<file path="config.mk">
export PLATFORM = sky130hd
export DESIGN_NAME = dev_dpdm
export DESIGN_NICKNAME = d
export VERILOG_FILES = /design/src/rtl/dev_dpdm_pkg.sv /design/src/rtl/dev_dpdm_rx.sv /design/src/rtl/dev_dpdm.sv
export SDC_FILE = /design/constraint.sdc
export NUM_CORES = 1
export LEC_CHECK = 0
export BUFFER_PORTS_ARGS = -buffer_cell sky130_fd_sc_hd__buf_4
export CORE_ASPECT_RATIO = 0.8
export CORE_MARGIN = 2
export CORE_UTILIZATION = 24
export DETAILED_ROUTE_END_ITERATION = 12
export PLACE_DENSITY = 0.38
export SYNTH_ARGS = -nofsm -noshare
export SYNTH_HDL_FRONTEND = slang
export SYNTH_SLANG_ARGS = --single-unit
</file>
<file path="constraint.sdc">
create_clock -name clk -period 2.2 [get_ports clk]
set_clock_uncertainty 0.15 [all_clocks]
set_input_delay 0.11 -clock clk [delete_from_list [all_inputs] [get_ports clk]]
set_output_delay 0.11 -clock clk [all_outputs]
set_load 0.05 [all_outputs]
</file>
<file path="src/rtl/dev_dpdm_pkg.sv">
// dpdm_pkg: shared definitions for the device-side DP/DM line interface.
//   - line-symbol encodings as {dp, dm}
//   - SYNC pattern on D+ (MSB is sent first)
//   - RX / TX state enums
//   - default timing parameters and small symbol helpers
package dpdm_pkg;

  localparam logic [1:0] SYM_IDLE = 2'b10;
  localparam logic [1:0] SYM_SE0  = 2'b00;
  localparam logic [1:0] SYM_SE1  = 2'b11;

  localparam logic [7:0] SYNC_DP  = 8'b0101_0100;

  localparam int SE0_CYCLES_DEF = 2;
  localparam int TURNAROUND_DEF = 2;
  localparam int MAX_BITS_DEF   = 127;

  typedef enum logic [1:0] {R_SEEK, R_DATA, R_EOP} rx_state_t;
  typedef enum logic [2:0] {T_IDLE, T_WAIT, T_SYNC, T_DATA, T_SE0, T_J} tx_state_t;

  // D+ level of SYNC symbol number idx (0 = first on the wire).
  function automatic logic sync_dp_at(input logic [2:0] idx);
    return SYNC_DP[3'd7 - idx];
  endfunction

  // A data symbol has complementary lines.
  function automatic logic is_data_sym(input logic [1:0] sym);
    return sym[1] ^ sym[0];
  endfunction

endpackage

</file>
<file path="src/rtl/dev_dpdm_rx.sv">
// dev_dpdm_rx: receive half of the device DP/DM interface.
// Looks for the 8-symbol host SYNC, streams payload bits, and checks the EOP.
// Ports:
//   clk, rst_b          clock, async active-low reset
//   dp_i, dm_i          sampled line
//   hold_i              force the receiver to idle (transmitter owns the line)
//   bit_o, valid_o      payload bit and its strobe (one cycle after the symbol)
//   done_o, err_o       clean end-of-packet / error pulses
//   seek_idle_o         no SYNC in progress (safe point to start transmitting)
module dev_dpdm_rx
  import dpdm_pkg::*;
#(
  parameter int MAX_BITS = MAX_BITS_DEF
) (
  input  logic clk,
  input  logic rst_b,
  input  logic dp_i,
  input  logic dm_i,
  input  logic hold_i,
  output logic bit_o,
  output logic valid_o,
  output logic done_o,
  output logic err_o,
  output logic seek_idle_o
);

  localparam logic [6:0] MAX_CNT = 7'(MAX_BITS);

  rx_state_t  state_q;
  logic [2:0] sync_cnt_q;
  logic [6:0] bit_cnt_q;
  logic       bit_q;
  logic       valid_q;
  logic       done_q;
  logic       err_q;
  logic [1:0] line_sym;

  assign line_sym    = {dp_i, dm_i};
  assign seek_idle_o = (state_q == R_SEEK) && (sync_cnt_q == 3'd0);
  assign bit_o       = bit_q;
  assign valid_o     = valid_q;
  assign done_o      = done_q;
  assign err_o       = err_q;

  // Receive FSM with registered strobes; strobes default low every cycle.
  always_ff @(posedge clk or negedge rst_b) begin
    if (!rst_b) begin
      state_q    <= R_SEEK;
      sync_cnt_q <= 3'd0;
      bit_cnt_q  <= 7'd0;
      bit_q      <= 1'b0;
      valid_q    <= 1'b0;
      done_q     <= 1'b0;
      err_q      <= 1'b0;
    end else begin
      valid_q <= 1'b0;
      done_q  <= 1'b0;
      err_q   <= 1'b0;
      if (hold_i) begin
        state_q    <= R_SEEK;
        sync_cnt_q <= 3'd0;
      end else begin
        case (state_q)
          R_SEEK: begin
            // A mismatch simply restarts the count; the failing symbol is not
            // re-examined as a possible first SYNC symbol.
            if (line_sym == {sync_dp_at(sync_cnt_q), ~sync_dp_at(sync_cnt_q)}) begin
              if (sync_cnt_q == 3'd7) begin
                state_q    <= R_DATA;
                bit_cnt_q  <= 7'd0;
                sync_cnt_q <= 3'd0;
              end else begin
                sync_cnt_q <= sync_cnt_q + 3'd1;
              end
            end else begin
              sync_cnt_q <= 3'd0;
            end
          end
          R_DATA: begin
            if (is_data_sym(line_sym)) begin
              // bit_cnt never passes MAX_CNT, so it cannot wrap.
              if (bit_cnt_q == MAX_CNT) begin
                err_q   <= 1'b1;
                state_q <= R_SEEK;
              end else begin
                bit_q     <= dp_i;
                valid_q   <= 1'b1;
                bit_cnt_q <= bit_cnt_q + 7'd1;
              end
            end else if (line_sym == SYM_SE0) begin
              state_q <= R_EOP;
            end else begin
              err_q   <= 1'b1;
              state_q <= R_SEEK;
            end
          end
          R_EOP: begin
            case (line_sym)
              SYM_SE0:  state_q <= R_EOP;
              SYM_IDLE: begin
                done_q  <= 1'b1;
                state_q <= R_SEEK;
              end
              default: begin
                err_q   <= 1'b1;
                state_q <= R_SEEK;
              end
            endcase
          end
          default: begin
            state_q    <= R_SEEK;
            sync_cnt_q <= 3'd0;
          end
        endcase
      end
    end
  end

endmodule

</file>
<file path="src/rtl/dev_dpdm.sv">
// dev_dpdm: device-side DP/DM line interface (half duplex).
// Ports:
//   clk, rst_b                 clock, async active-low reset
//   dp_in, dm_in               sampled line
//   dp_out, dm_out, oe         driven line and drive enable (idle J when oe=0)
//   rx_bit, rx_valid           received payload stream
//   rx_done, rx_err            receive end / error pulses
//   tx_start, tx_len           send request and payload length (incl. stuffing)
//   tx_bit, tx_req             payload source handshake (bit taken when tx_req=1)
//   tx_busy, tx_done           transmit status and completion pulse
module dev_dpdm
  import dpdm_pkg::*;
#(
  parameter int SE0_CYCLES = SE0_CYCLES_DEF,
  parameter int TURNAROUND = TURNAROUND_DEF,
  parameter int MAX_BITS   = MAX_BITS_DEF
) (
  input  logic       clk,
  input  logic       rst_b,
  input  logic       dp_in,
  input  logic       dm_in,
  output logic       dp_out,
  output logic       dm_out,
  output logic       oe,
  output logic       rx_bit,
  output logic       rx_valid,
  output logic       rx_done,
  output logic       rx_err,
  input  logic       tx_start,
  input  logic [6:0] tx_len,
  input  logic       tx_bit,
  output logic       tx_req,
  output logic       tx_busy,
  output logic       tx_done
);

  localparam logic [6:0] TA_LAST  = 7'(TURNAROUND - 1);
  localparam logic [6:0] SE0_LAST = 7'(SE0_CYCLES - 1);

  tx_state_t  tx_state_q;
  logic [6:0] tx_cnt_q;
  logic [6:0] tx_len_q;
  logic       oe_q;
  logic       dp_q;
  logic       dm_q;
  logic       tx_req_q;
  logic       tx_busy_q;
  logic       tx_done_q;
  logic       rx_hold;
  logic       rx_seek_idle;
  logic       tx_accept;

  // The receiver is blind from acceptance until the line is released.
  assign rx_hold   = oe_q || (tx_state_q == T_WAIT);
  assign tx_accept = tx_start && (tx_state_q == T_IDLE) && rx_seek_idle;

  assign dp_out  = dp_q;
  assign dm_out  = dm_q;
  assign oe      = oe_q;
  assign tx_req  = tx_req_q;
  assign tx_busy = tx_busy_q;
  assign tx_done = tx_done_q;

  dev_dpdm_rx #(.MAX_BITS(MAX_BITS)) u_rx (
    .clk         (clk),
    .rst_b       (rst_b),
    .dp_i        (dp_in),
    .dm_i        (dm_in),
    .hold_i      (rx_hold),
    .bit_o       (rx_bit),
    .valid_o     (rx_valid),
    .done_o      (rx_done),
    .err_o       (rx_err),
    .seek_idle_o (rx_seek_idle)
  );

  // Transmit FSM; line outputs are loaded for the state being entered.
  always_ff @(posedge clk or negedge rst_b) begin
    if (!rst_b) begin
      tx_state_q <= T_IDLE;
      tx_cnt_q   <= 7'd0;
      tx_len_q   <= 7'd0;
      oe_q       <= 1'b0;
      dp_q       <= 1'b1;
      dm_q       <= 1'b0;
      tx_req_q   <= 1'b0;
      tx_busy_q  <= 1'b0;
      tx_done_q  <= 1'b0;
    end else begin
      tx_done_q <= 1'b0;
      case (tx_state_q)
        T_IDLE: begin
          if (tx_accept) begin
            tx_state_q <= T_WAIT;
            tx_cnt_q   <= 7'd0;
            tx_len_q   <= tx_len;
            tx_busy_q  <= 1'b1;
          end else begin
            tx_busy_q  <= 1'b0;
          end
        end
        T_WAIT: begin
          if (tx_cnt_q == TA_LAST) begin
            tx_state_q <= T_SYNC;
            tx_cnt_q   <= 7'd0;
            oe_q       <= 1'b1;
            dp_q       <= sync_dp_at(3'd0);
            dm_q       <= ~sync_dp_at(3'd0);
          end else begin
            tx_cnt_q   <= tx_cnt_q + 7'd1;
          end
        end
        T_SYNC: begin
          if (tx_cnt_q == 7'd7) begin
            tx_cnt_q <= 7'd0;
            if (tx_len_q == 7'd0) begin
              tx_state_q <= T_SE0;
              dp_q       <= 1'b0;
              dm_q       <= 1'b0;
              tx_req_q   <= 1'b0;
            end else begin
              tx_state_q <= T_DATA;
              dp_q       <= tx_bit;
              dm_q       <= ~tx_bit;
              tx_req_q   <= (tx_len_q > 7'd1);
            end
          end else begin
            tx_cnt_q <= tx_cnt_q + 7'd1;
            dp_q     <= sync_dp_at(tx_cnt_q[2:0] + 3'd1);
            dm_q     <= ~sync_dp_at(tx_cnt_q[2:0] + 3'd1);
            // First request rides on the last SYNC symbol.
            tx_req_q <= (tx_cnt_q == 7'd6) && (tx_len_q != 7'd0);
          end
        end
        T_DATA: begin
          if (tx_cnt_q == tx_len_q - 7'd1) begin
            tx_state_q <= T_SE0;
            tx_cnt_q   <= 7'd0;
            dp_q       <= 1'b0;
            dm_q       <= 1'b0;
            tx_req_q   <= 1'b0;
          end else begin
            tx_cnt_q <= tx_cnt_q + 7'd1;
            dp_q     <= tx_bit;
            dm_q     <= ~tx_bit;
            // Request only while another bit remains after the one now driven.
            tx_req_q <= ({1'b0, tx_cnt_q} + 8'd2) < {1'b0, tx_len_q};
          end
        end
        T_SE0: begin
          if (tx_cnt_q == SE0_LAST) begin
            tx_state_q <= T_J;
            tx_cnt_q   <= 7'd0;
            dp_q       <= 1'b1;
            dm_q       <= 1'b0;
          end else begin
            tx_cnt_q   <= tx_cnt_q + 7'd1;
          end
        end
        T_J: begin
          tx_state_q <= T_IDLE;
          oe_q       <= 1'b0;
          dp_q       <= 1'b1;
          dm_q       <= 1'b0;
          tx_busy_q  <= 1'b0;
          tx_done_q  <= 1'b1;
        end
        default: begin
          tx_state_q <= T_IDLE;
          tx_cnt_q   <= 7'd0;
          oe_q       <= 1'b0;
          dp_q       <= 1'b1;
          dm_q       <= 1'b0;
          tx_req_q   <= 1'b0;
          tx_busy_q  <= 1'b0;
        end
      endcase
    end
  end

endmodule

</file>
==> impl_metrics.py, run 1 <==
metrics = {
    "die": {
        "start_util_pct": 24.7,
        "die-width_um": 126,
        "core-area_um2": 11600,
        "dieArea_um2": 12800,
        "pin_count": 23,
        "num_rows": 35,
        "die_h_um": 102,
    },
    "synth": {
        "yosys-top-cells-area": "dfrtp_1 (33%), ha_1 (12%), xnor2_1 (4.0%)",
        "yosysSeqAreaShare_pct": 34.3,
        "synthAdderAreaFrac_pct": 12.2,
        "yosysMostFrequentCell": "dfrtp_1",
        "muxShareOfSynthArea_pct": 4.56,
        "synth_edf_count": 0,
        "postSynthCellCount": 319,
        "synth_top_family_by_area": "compound AO/OA/AOI/OAI gates",
        "synth_fp_nets": 359,
        "syn_area_um2": 2850,
        "synth_compound_area_share_pct": 19.3,
        "synth_top_area_share_pct": 33.3,
        "synth_warnings": 0,
        "syn_avg_cell_area_um2": 8.94,
        "async_flop_share_pct": 100,
        "synthSimpleGateAreaFrac_pct": 19.2,
        "yosysUniqueCellTypes": 60,
        "synth_seq_cells": 39,
        "synth_xor_area_share_pct": 5.22,
        "synth_top_cell_by_area": "dfrtp_1",
        "synth_commonest_cells": "dfrtp_1 (38), ha_1 (27), nor2_1 (27), nand2_1 (24), inv_1 (23)",
        "ys.flop_type": "dfrtp_1",
    },
    "worst_hold_path": {
        "min_path_cells": 3,
        "min_from": "dp_in",
        "hold_class": "input pin to flop",
        "hold_path_end": "u_rx.bit_o$_DFFE_PN0P_",
    },
    "power": {
        "p_leak_nw": 1.84,
        "power_w": 0.00475,
        "p_per_area_nw_per_um2": 1170,
        "max-vdd-ir-drop_mv": 0.391,
    },
    "grt": {
        "grt_remaining_overflow": 0,
        "grt_pass1_wl_um": 13600,
        "met1_usage_pct": 21.3,
        "first_global_vias": 2521,
        "antenna_found_initial": 0,
        "grt_use_met2_pct": 18.9,
        "globalRouteTotalUtil_pct": 13.6,
        "busiest_layer": "met1",
        "grtUsageMet3_pct": 2.27,
        "grt_max_degree": 40,
    },
    "setup_path": {
        "worstPathMaxFanout": 3,
        "worstPathRequired_ns": 2.27,
        "critical_path_class": "flop to flop",
        "worst-r2r-setup-slack_ns": 0.003,
        "reg2reg_to": "dp_out$_DFFE_PN1P_",
        "r2r-start": "tx_len_q[4]$_DFFE_PN0P_",
        "reg2reg_depth": 9,
        "cp-end-kind": "flop",
        "crit_arrival_ns": 2.27,
        "worst_setup_path_start_kind": "flop",
    },
    "cts": {
        "cts_buffers": 5,
        "path_clk_slew_ns": 0.06,
        "h-tree-depth": 2,
        "cts_tree": "done",
        "clockBufferDepth": 2,
        "clkLatencyLatePin_ns": 0.28,
        "cts_sinks": 39,
        "ctsRootBufferMaster": "clkbuf_16",
    },
    "place": {
        "io_buffers": 22,
        "dp_hpwl_um": 6230,
        "gp_congestion": 0.807,
    },
    "cells_and_area": {
        "final_core_util_pct": 35.1,
        "syn_to_final_growth_pct": 42.3,
        "final.fill_count": 1225,
        "drive_above_1_share_pct": 34.5,
        "seqCellArea_um2": 982,
        "antenna_cells": 0,
        "multi_input_area_um2": 1940,
        "fin_nets": 445,
    },
    "timing": {
        "relSlewSlack_pct": 63.1,
        "hold_viol": 0,
        "finalMaxSlewViolations": 0,
        "period_minus_slack_ns": 2.20,
        "finalCritPeriodShare_pct": 99.9,
        "fmax_mhz": 455,
        "grt_setup_unrepaired": "true",
        "final-setup-viol-count": 0,
        "worstMarginPinSlew_ns": 0.553,
    },
    "route": {
        "dr_total_vias": 2621,
        "drtPass1Iterations": 4,
        "ant_nets": 0,
        "wire_per_inst_um": 15.0,
        "vias_per_cell": 4.73,
        "route.detailed.drc": 0,
        "first_iter_violations": 150,
        "wl_um": 8300,
    },
    "run": {
        "cap_violations": 0,
    },
    "status": {
        "status": "finished clean",
    },
}
[cell usage in the layout, fill, tap and decap left out, drive strengths merged, types with 4 or more instances in the layout]
cell | Yosys | final
a21o | 5 | 5
a21oi | 20 | 20
a22oi | 4 | 4
and2 | 4 | 4
buf | 5 | 83
clkbuf | 8 | 7
dfrtp | 38 | 38
dlygate4sd3 | 0 | 9
ha | 27 | 27
inv | 23 | 23
mux2 | 8 | 8
mux2i | 4 | 4
nand2 | 24 | 24
nand2b | 6 | 6
nand3 | 12 | 12
nor2 | 27 | 27
nor2b | 5 | 5
nor3 | 6 | 6
nor4 | 4 | 4
o21ai | 17 | 17
o31ai | 5 | 5
xnor2 | 13 | 13
xor2 | 4 | 4
[worst max-delay path by stage]
stage                                         from                            end  slack [ns]  cells after the start
floorplan            u_rx.bit_cnt_q[0]$_DFFE_PN0P_  u_rx.bit_cnt_q[5]$_DFFE_PN0P_        0.03                      7
global placement           tx_len_q[0]$_DFFE_PN0P_        tx_cnt_q[5]$_DFFE_PN0P_       -0.03                      8
detailed placement         tx_len_q[1]$_DFFE_PN0P_        tx_cnt_q[5]$_DFFE_PN0P_       -0.12                      8
CTS                 u_rx.sync_cnt_q[0]$_DFFE_PN0P_        tx_cnt_q[5]$_DFFE_PN0P_        0.01                     10
global route               tx_len_q[4]$_DFFE_PN0P_        tx_cnt_q[3]$_DFFE_PN0P_        -0.1                      8
finish                     tx_len_q[4]$_DFFE_PN0P_             dp_out$_DFFE_PN1P_       0.003                      9
[registers in the layout, indices dropped and copies added (netlist names), 2 cells and up]
signal and flops:
tx_cnt_q 7, tx_len_q 7, tx_state_q 3, u_rx.bit_cnt_q 7, u_rx.state_q 2, u_rx.sync_cnt_q 3
[through the flow]
step                      cell area [um^2]  hold slack (ns)  worst slack, ns  setup TNS (ns)  instances
after floorplan                       2850           -0.336           0.0337               0        319
after global placement                3540         -0.00847          -0.0288         -0.0528        529
after detailed placement              3540         -0.00541           -0.119          -0.486        529
after CTS                             3850           0.0463          0.00967               0        548
after global routing                  4060           0.0591          -0.0962          -0.626        554
final                                 4060           0.0466          0.00316               0        554
[critical path, cell delays in order (launching register included)]
cell and delay, ns:
dfrtp_1 0.40, nor4_4 0.31, buf_4 0.16, a21o_1 0.15, a2111oi_4 0.07, buf_4 0.16
and2_4 0.17, buf_6 0.10, a211o_1 0.29, a21oi_1 0.15
[cell type report]
class / count / share of cell area (%)
clock buffers: 7 / 3.27
clock inverters: 1 / 0.123
repair buffers: 92 / 17.9
multi-input cells: 243 / 47.7
flip-flops and latches: 39 / 24.2
well taps: 148 / 4.56
inverters: 24 / 2.22
[cells by family (layout without fill, tap and decap cells)]
| group | count (synthesis) | after routing |
|---|---|---|
| simple gates | 105 | 105 |
| compound gates | 81 | 81 |
| xor+xnor | 17 | 17 |
| flops | 39 | 39 |
| buf+inv | 37 | 124 |
| fa+ha+maj | 28 | 28 |
| mux | 12 | 12 |
[power breakdown]
part	leakage, nW	switching (W)	internal (W)	total (W)
logic	1.27	0.00160	0.00139	0.00299
clock network	0.0679	0.000299	0.000420	0.000718
registers	0.504	0.000145	0.000900	0.00105
[routing by layer]
metal  wire (um)  vias to the layer above
met2        3410                       47
met1        4500                     1254
met4          82                        0
met5           0                        -
li1            -                     1313
met3         310                        7
[repair_timing]
action / CTS / global route
setup endpoints to repair: 10 / 18
hold endpoints to repair: 46 / 0
buffers inserted: 2 / 7
hold buffers: 9 / 0
resized for setup: 12 / 36
pin swaps: 5 / 3
Note: power is estimated with default switching activity, not from simulation.
==> run 2, diff against run 1 <==
--- a/config.mk
+++ b/config.mk
@@ -6,11 +6,14 @@
 export NUM_CORES = 1
 export LEC_CHECK = 0
 export BUFFER_PORTS_ARGS = -buffer_cell sky130_fd_sc_hd__buf_4
+export CELL_PAD_IN_SITES_DETAIL_PLACEMENT = 0
+export CELL_PAD_IN_SITES_GLOBAL_PLACEMENT = 2
 export CORE_ASPECT_RATIO = 0.8
 export CORE_MARGIN = 2
 export CORE_UTILIZATION = 24
+export CTS_CLUSTER_SIZE = 30
 export DETAILED_ROUTE_END_ITERATION = 12
-export PLACE_DENSITY = 0.38
+export PLACE_DENSITY = 0.55
 export SYNTH_ARGS = -nofsm -noshare
 export SYNTH_HDL_FRONTEND = slang
 export SYNTH_SLANG_ARGS = --single-unit
==> run 2 against run 1 <==
Routed wire length increased by 2.9%. Via count decreased by 0.38%. Clock-buffer cell count is the same. Largest power group unchanged. Sequential power about the same. Die area did not move. Core utilization increased by 0.75 points. Highest routed layer unchanged. Clock power grew 3.6%. The run now ends with negative setup slack left. Maximum frequency fell by 0.52%. Sequential share of layout area shrank 0.53 points. Critical path depth down 3.
==> impl_metrics.py, run 2 (same netlist as run 1, synthesis figures left out) <==
metrics = {
    "status": {
        "status": "finished, violations left",
        "violations": "negative setup slack",
    },
    "route": {
        "drtPass1Iterations": 4,
        "dr_total_vias": 2611,
        "wire_per_inst_um": 15.3,
        "first_iter_violations": 118,
        "ant_nets": 0,
        "route.detailed.drc": 0,
        "wl_um": 8550,
        "vias_per_cell": 4.67,
    },
    "power": {
        "max-vdd-ir-drop_mv": 0.542,
        "internal_power_w": 0.00280,
        "p_leak_nw": 1.87,
        "seqPwrFrac_pct": 21.9,
        "combPwrFrac_pct": 62.8,
        "p_per_area_nw_per_um2": 1170,
        "net-switching-power_w": 0.00207,
        "power.share.clock_pct": 15.3,
        "p_sw_share_pct": 42.5,
    },
    "grt": {
        "grt_remaining_overflow": 0,
        "first_global_vias": 2626,
        "grt_max_degree": 40,
        "grt_pass1_wl_um": 14000,
        "antenna_found_initial": 0,
        "globalRouteTotalUtil_pct": 14.1,
    },
    "cts": {
        "cts_sinks": 39,
        "cts_tree": "done",
        "clkLatencyLatePin_ns": 0.28,
        "ctsRootBufferMaster": "clkbuf_16",
        "cts_buffers": 5,
        "clockBufferDepth": 2,
        "h-tree-depth": 2,
        "path_clk_slew_ns": 0.06,
    },
    "setup_path": {
        "worstPathMaxFanout": 7,
        "critical_path_class": "flop to flop",
        "cp-end-kind": "flop",
        "worstPathRequired_ns": 2.20,
        "crit_arrival_ns": 2.21,
        "worst_setup_path_start_kind": "flop",
    },
    "cells_and_area": {
        "final_cell_mix": "buf_4 (83), dfrtp_1 (35), nor2_1 (27)",
        "top_regs": "tx_cnt_q (7), tx_len_q (7), u_rx.bit_cnt_q (7)",
        "final_common_cell": "buf_4",
        "antenna_cells": 0,
        "final.fill_count": 1216,
        "postLayoutCellArea_um2": 4150,
        "drive_above_1_share_pct": 37.0,
        "fin_nets": 450,
        "syn_to_final_growth_pct": 45.4,
        "final_core_util_pct": 35.9,
    },
    "place": {
        "gp_congestion": 0.792,
        "dp_hpwl_um": 6550,
        "placed_cell_area_um2": 3610,
        "io_buffers": 22,
    },
    "timing": {
        "relSlewSlack_pct": 63.1,
        "worstMarginPinSlew_ns": 0.553,
        "finalMaxSlewViolations": 0,
        "fmax_mhz": 453,
        "period_minus_slack_ns": 2.21,
        "hold_viol": 0,
        "fin_ws_ns": -0.00833,
        "final-setup-viol-count": 2,
        "grt_setup_unrepaired": "true",
        "finalCritPeriodShare_pct": 100,
    },
    "die": {
        "start_util_pct": 24.7,
        "die_h_um": 102,
        "core-area_um2": 11600,
        "num_rows": 35,
        "die-width_um": 126,
        "dieArea_um2": 12800,
        "pin_count": 23,
    },
    "run": {
        "cap_violations": 0,
    },
    "worst_hold_path": {
        "hold_class": "input pin to flop",
    },
}
[run 2: path summary, 6_finish.rpt]
check / start / to / slack (ns) / depth (start not counted)
max reg2reg: tx_cnt_q[3]$_DFFE_PN0P_ / tx_cnt_q[0]$_DFFE_PN0P_ / -0.008 / 6
max: tx_cnt_q[3]$_DFFE_PN0P_ / tx_cnt_q[0]$_DFFE_PN0P_ / -0.008 / 6
min in group asynchronous: rst_b / u_rx.bit_cnt_q[5]$_DFFE_PN0P_ / 0.21 / 2
min reg2reg: u_rx.bit_o$_DFFE_PN0P_ / u_rx.bit_o$_DFFE_PN0P_ / 0.34 / 2
max in group asynchronous: rst_b / tx_cnt_q[6]$_DFFE_PN0P_ / 1.28 / 2
min: dp_in / u_rx.bit_o$_DFFE_PN0P_ / 0.05 / 3
[run 2: area by class of cell]
type	instances	area (um^2)	area share, %
Clock buffer	7	143	3.44
Clock inverter	1	5.00	0.121
Inverter	24	90.1	2.17
Multi-Input combinational cell	243	1960	47.4
Sequential cell	39	981	23.7
Tap cell	148	185	4.47
Timing Repair Buffer	97	778	18.8
[run 2: critical path, cell delays in order (launching register included)]
cell and delay [ns]:
dfrtp_1 0.41, or4_4 0.57, o21ai_2 0.15, o221a_2 0.23
a21oi_4 0.08, nor3_4 0.35, a21oi_1 0.14
[run 2: layer usage]
layer  track usage (%)  routed length (um)  up-vias
li1                  -                   -     1326
met1              21.1                4670     1245
met2              20.8                3600       32
met3              2.64                 190        8
met4              3.21                  89        0
met5                 0                   0        -
[run 2: metrics by stage]
| stage | worst slack (ns) | instances | hold WS, ns | setup TNS [ns] | power [W] |
|---|---|---|---|---|---|
| 3_3_place_gp | -0.0564 | 537 | -0.00676 | -0.135 | 0.00373 |
| 6_report | -0.00833 | 559 | 0.0451 | -0.0110 | 0.00487 |
| 3_5_place_dp | -0.139 | 537 | -0.00858 | -0.679 | 0.00371 |
| 2_1_floorplan | 0.0337 | 319 | -0.336 | 0 | 0.00264 |
| 4_1_cts | -0.0157 | 556 | 0.0377 | -0.0401 | 0.00471 |
| 5_1_grt | -0.0719 | 559 | 0.0748 | -0.399 | 0.00526 |
[run 2: timing repair]
action,4_1_cts,5_1_grt
endpoints found under the hold margin,46,0
gates resized for setup,21,29
pin swaps,13,8
gates cloned,0,0
setup endpoints to repair,8,17
hold buffers,9,0
buffers inserted,3,3
[run 2: power groups by stage]
| stage | registers (W) | logic (W) | clock network [W] |
|---|---|---|---|
| global placement | 0.00107 | 0.00266 | 0 |
| CTS | 0.00107 | 0.00287 | 0.000773 |
| finish | 0.00107 | 0.00306 | 0.000744 |
| detailed placement | 0.00107 | 0.00264 | 0 |
| floorplan | 0.00122 | 0.00142 | 0 |
| global route | 0.00110 | 0.00334 | 0.000814 |
==> run 3, diff against run 2 <==
--- a/config.mk
+++ b/config.mk
@@ -6,6 +6,7 @@
 export NUM_CORES = 1
 export LEC_CHECK = 0
 export BUFFER_PORTS_ARGS = -buffer_cell sky130_fd_sc_hd__buf_4
+export CAP_MARGIN = 20
 export CELL_PAD_IN_SITES_DETAIL_PLACEMENT = 0
 export CELL_PAD_IN_SITES_GLOBAL_PLACEMENT = 2
 export CORE_ASPECT_RATIO = 0.8
@@ -14,6 +15,7 @@
 export CTS_CLUSTER_SIZE = 30
 export DETAILED_ROUTE_END_ITERATION = 12
 export PLACE_DENSITY = 0.55
+export RECOVER_POWER = 100
 export SYNTH_ARGS = -nofsm -noshare
 export SYNTH_HDL_FRONTEND = slang
 export SYNTH_SLANG_ARGS = --single-unit
==> run 3 against run 2 <==
The flow still finishes with violations (negative setup slack). Register-to-register slack barely moved. Combinational power fell by 2%. Cell count did not move.
==> impl_metrics.py, run 3 (same netlist as run 1, synthesis figures left out) <==
metrics = {
    "cts": {
        "cts_tree": "done",
        "path_clk_slew_ns": 0.06,
        "clockBufferDepth": 2,
        "cts_buffers": 5,
        "ctsRootBufferMaster": "clkbuf_16",
        "clkLatencyLatePin_ns": 0.28,
        "h-tree-depth": 2,
        "cts_sinks": 39,
    },
    "route": {
        "ant_nets": 0,
        "wl_um": 8520,
        "route.detailed.drc": 0,
        "drtPass1Iterations": 4,
        "wire_per_inst_um": 15.2,
        "dr_total_vias": 2618,
        "first_iter_violations": 125,
        "vias_per_cell": 4.68,
    },
    "worst_hold_path": {
        "hold_class": "input pin to flop",
        "min_path_cells": 3,
        "min_from": "dp_in",
    },
    "timing": {
        "hold_viol": 0,
        "fin_ws_ns": -0.00601,
        "finalMaxSlewViolations": 0,
        "fmax_mhz": 453,
        "worstMarginPinSlew_ns": 1.08,
        "final-setup-viol-count": 2,
        "finalCritPeriodShare_pct": 100,
        "grt_setup_unrepaired": "true",
        "relSlewSlack_pct": 28.1,
        "period_minus_slack_ns": 2.21,
    },
    "setup_path": {
        "path_delay_family": "simple AND/OR/NAND/NOR gates",
        "slowest_delay_ns": 0.57,
        "critPathCapture": "tx_cnt_q[0]$_DFFE_PN0P_",
        "r2r-start": "tx_cnt_q[3]$_DFFE_PN0P_",
        "crit_arrival_ns": 2.21,
        "critical_path_class": "flop to flop",
        "worst_setup_path_start_kind": "flop",
        "cp_slowest_cell": "or4_4",
        "cp-end-kind": "flop",
        "reg2reg_to": "tx_cnt_q[0]$_DFFE_PN0P_",
        "path_cells": "or4_4 > o21ai_2 > o221a_2 > a21oi_4 > nor3_4 > a21oi_1",
        "worst-r2r-setup-slack_ns": -0.006,
        "crit_path_start": "tx_cnt_q[3]$_DFFE_PN0P_",
        "cp_num_buf_inv": 0,
        "worst-path-stages": 6,
        "worstPathRequired_ns": 2.20,
        "worstPathMaxFanout": 7,
        "reg2reg_depth": 6,
    },
    "cells_and_area": {
        "syn_to_final_growth_pct": 43.0,
        "fin_cells": 559,
        "fin_nets": 450,
        "antenna_cells": 0,
        "final_common_cell": "buf_4",
        "final_cell_mix": "buf_4 (67), dfrtp_1 (35), nor2_1 (27)",
        "drive_above_1_share_pct": 33.3,
        "top_regs": "tx_cnt_q (7), tx_len_q (7), u_rx.bit_cnt_q (7)",
    },
    "grt": {
        "grt_max_degree": 40,
        "globalRouteTotalUtil_pct": 14.1,
        "grt_remaining_overflow": 0,
        "antenna_found_initial": 0,
        "first_global_vias": 2626,
        "grt_pass1_wl_um": 14000,
    },
    "place": {
        "io_buffers": 22,
        "gp_congestion": 0.792,
        "post-place-ws_ns": -0.139,
        "place_inst": 537,
        "dp_hpwl_um": 6550,
    },
    "status": {
        "status": "finished, violations left",
        "violations": "negative setup slack",
    },
    "power": {
        "max-vdd-ir-drop_mv": 0.541,
        "power_w": 0.00481,
        "p_leak_nw": 1.82,
        "p_per_area_nw_per_um2": 1180,
    },
    "die": {
        "start_util_pct": 24.7,
        "dieArea_um2": 12800,
        "die-width_um": 126,
        "num_rows": 35,
        "core-area_um2": 11600,
        "pin_count": 23,
        "die_h_um": 102,
    },
    "run": {
        "cap_violations": 0,
    },
}
-- run 3: cell types whose count changed in the layout (fill, tap and decap cells not counted) --
cell	delta
a41oi_2	-1
mux2i_1	+1
a41oi_1	+1
mux2i_2	-1
buf_4	-16
clkbuf_2	+3
and2_0	+1
clkbuf_1	+13
and2_1	-1
-- run 3: where the power goes --
part / leakage [nW] / internal (W) / switching (W) / total [W]
logic: 1.24 / 0.00139 / 0.00161 / 0.00300
registers: 0.506 / 0.000900 / 0.000165 / 0.00107
clock network: 0.0739 / 0.000450 / 0.000294 / 0.000744
-- run 3: worst min path at each step --
stage / to / slack (ns)
after floorplan: dm_out$_DFFE_PN0P_ / -0.34
after global placement: u_rx.bit_cnt_q[4]$_DFFE_PN0P_ / -0.007
after detailed placement: u_rx.bit_cnt_q[5]$_DFFE_PN0P_ / -0.009
after CTS: u_rx.bit_o$_DFFE_PN0P_ / 0.04
after global routing: u_rx.bit_o$_DFFE_PN0P_ / 0.07
final: u_rx.bit_o$_DFFE_PN0P_ / 0.05
-- run 3: layer usage --
metal  wire [um]  global-route usage, %  vias up
met4          89                   3.21        0
met1        4640                   21.1     1253
li1            -                      -     1323
met5           0                      0        -
met3         203                   2.64        8
met2        3590                   20.8       34
-- run 3: per-stage QoR --
step                      hold slack [ns]   TNS, ns  instance area, um^2  utilization (%)
after global placement           -0.00676    -0.135                 3610             31.2
final                              0.0494  -0.00634                 4080             35.3
after floorplan                    -0.336         0                 2850                -
after detailed placement         -0.00858    -0.679                 3610             31.2
after CTS                          0.0377   -0.0401                 3970             34.4
after global routing               0.0748    -0.524                 4080             35.3
-- run 3: area by class of cell --
| cell class | count | area [um^2] |
|---|---|---|
| fillers | 1225 | 7480 |
| clock inverters | 1 | 5.00 |
| inverters | 24 | 90.1 |
| repair buffers | 97 | 722 |
| flip-flops and latches | 39 | 981 |
| clock buffers | 7 | 143 |
| well taps | 148 | 185 |
| multi-input cells | 243 | 1950 |
-- run 3: worst reg2reg max path: cells and delay by family (launching register included) --
family,cells,cell delay [ns]
compound gates,4,0.60
flops,1,0.41
simple gates,2,0.92
-- run 3: what timing repair did --
item | in CTS | in global routing
endpoints found under the hold margin | 46 | 0
setup endpoints to repair | 8 | 17
pin swaps | 13 | 8
buffers inserted | 3 | 3
hold buffers | 9 | 0
gates resized for setup | 21 | 29
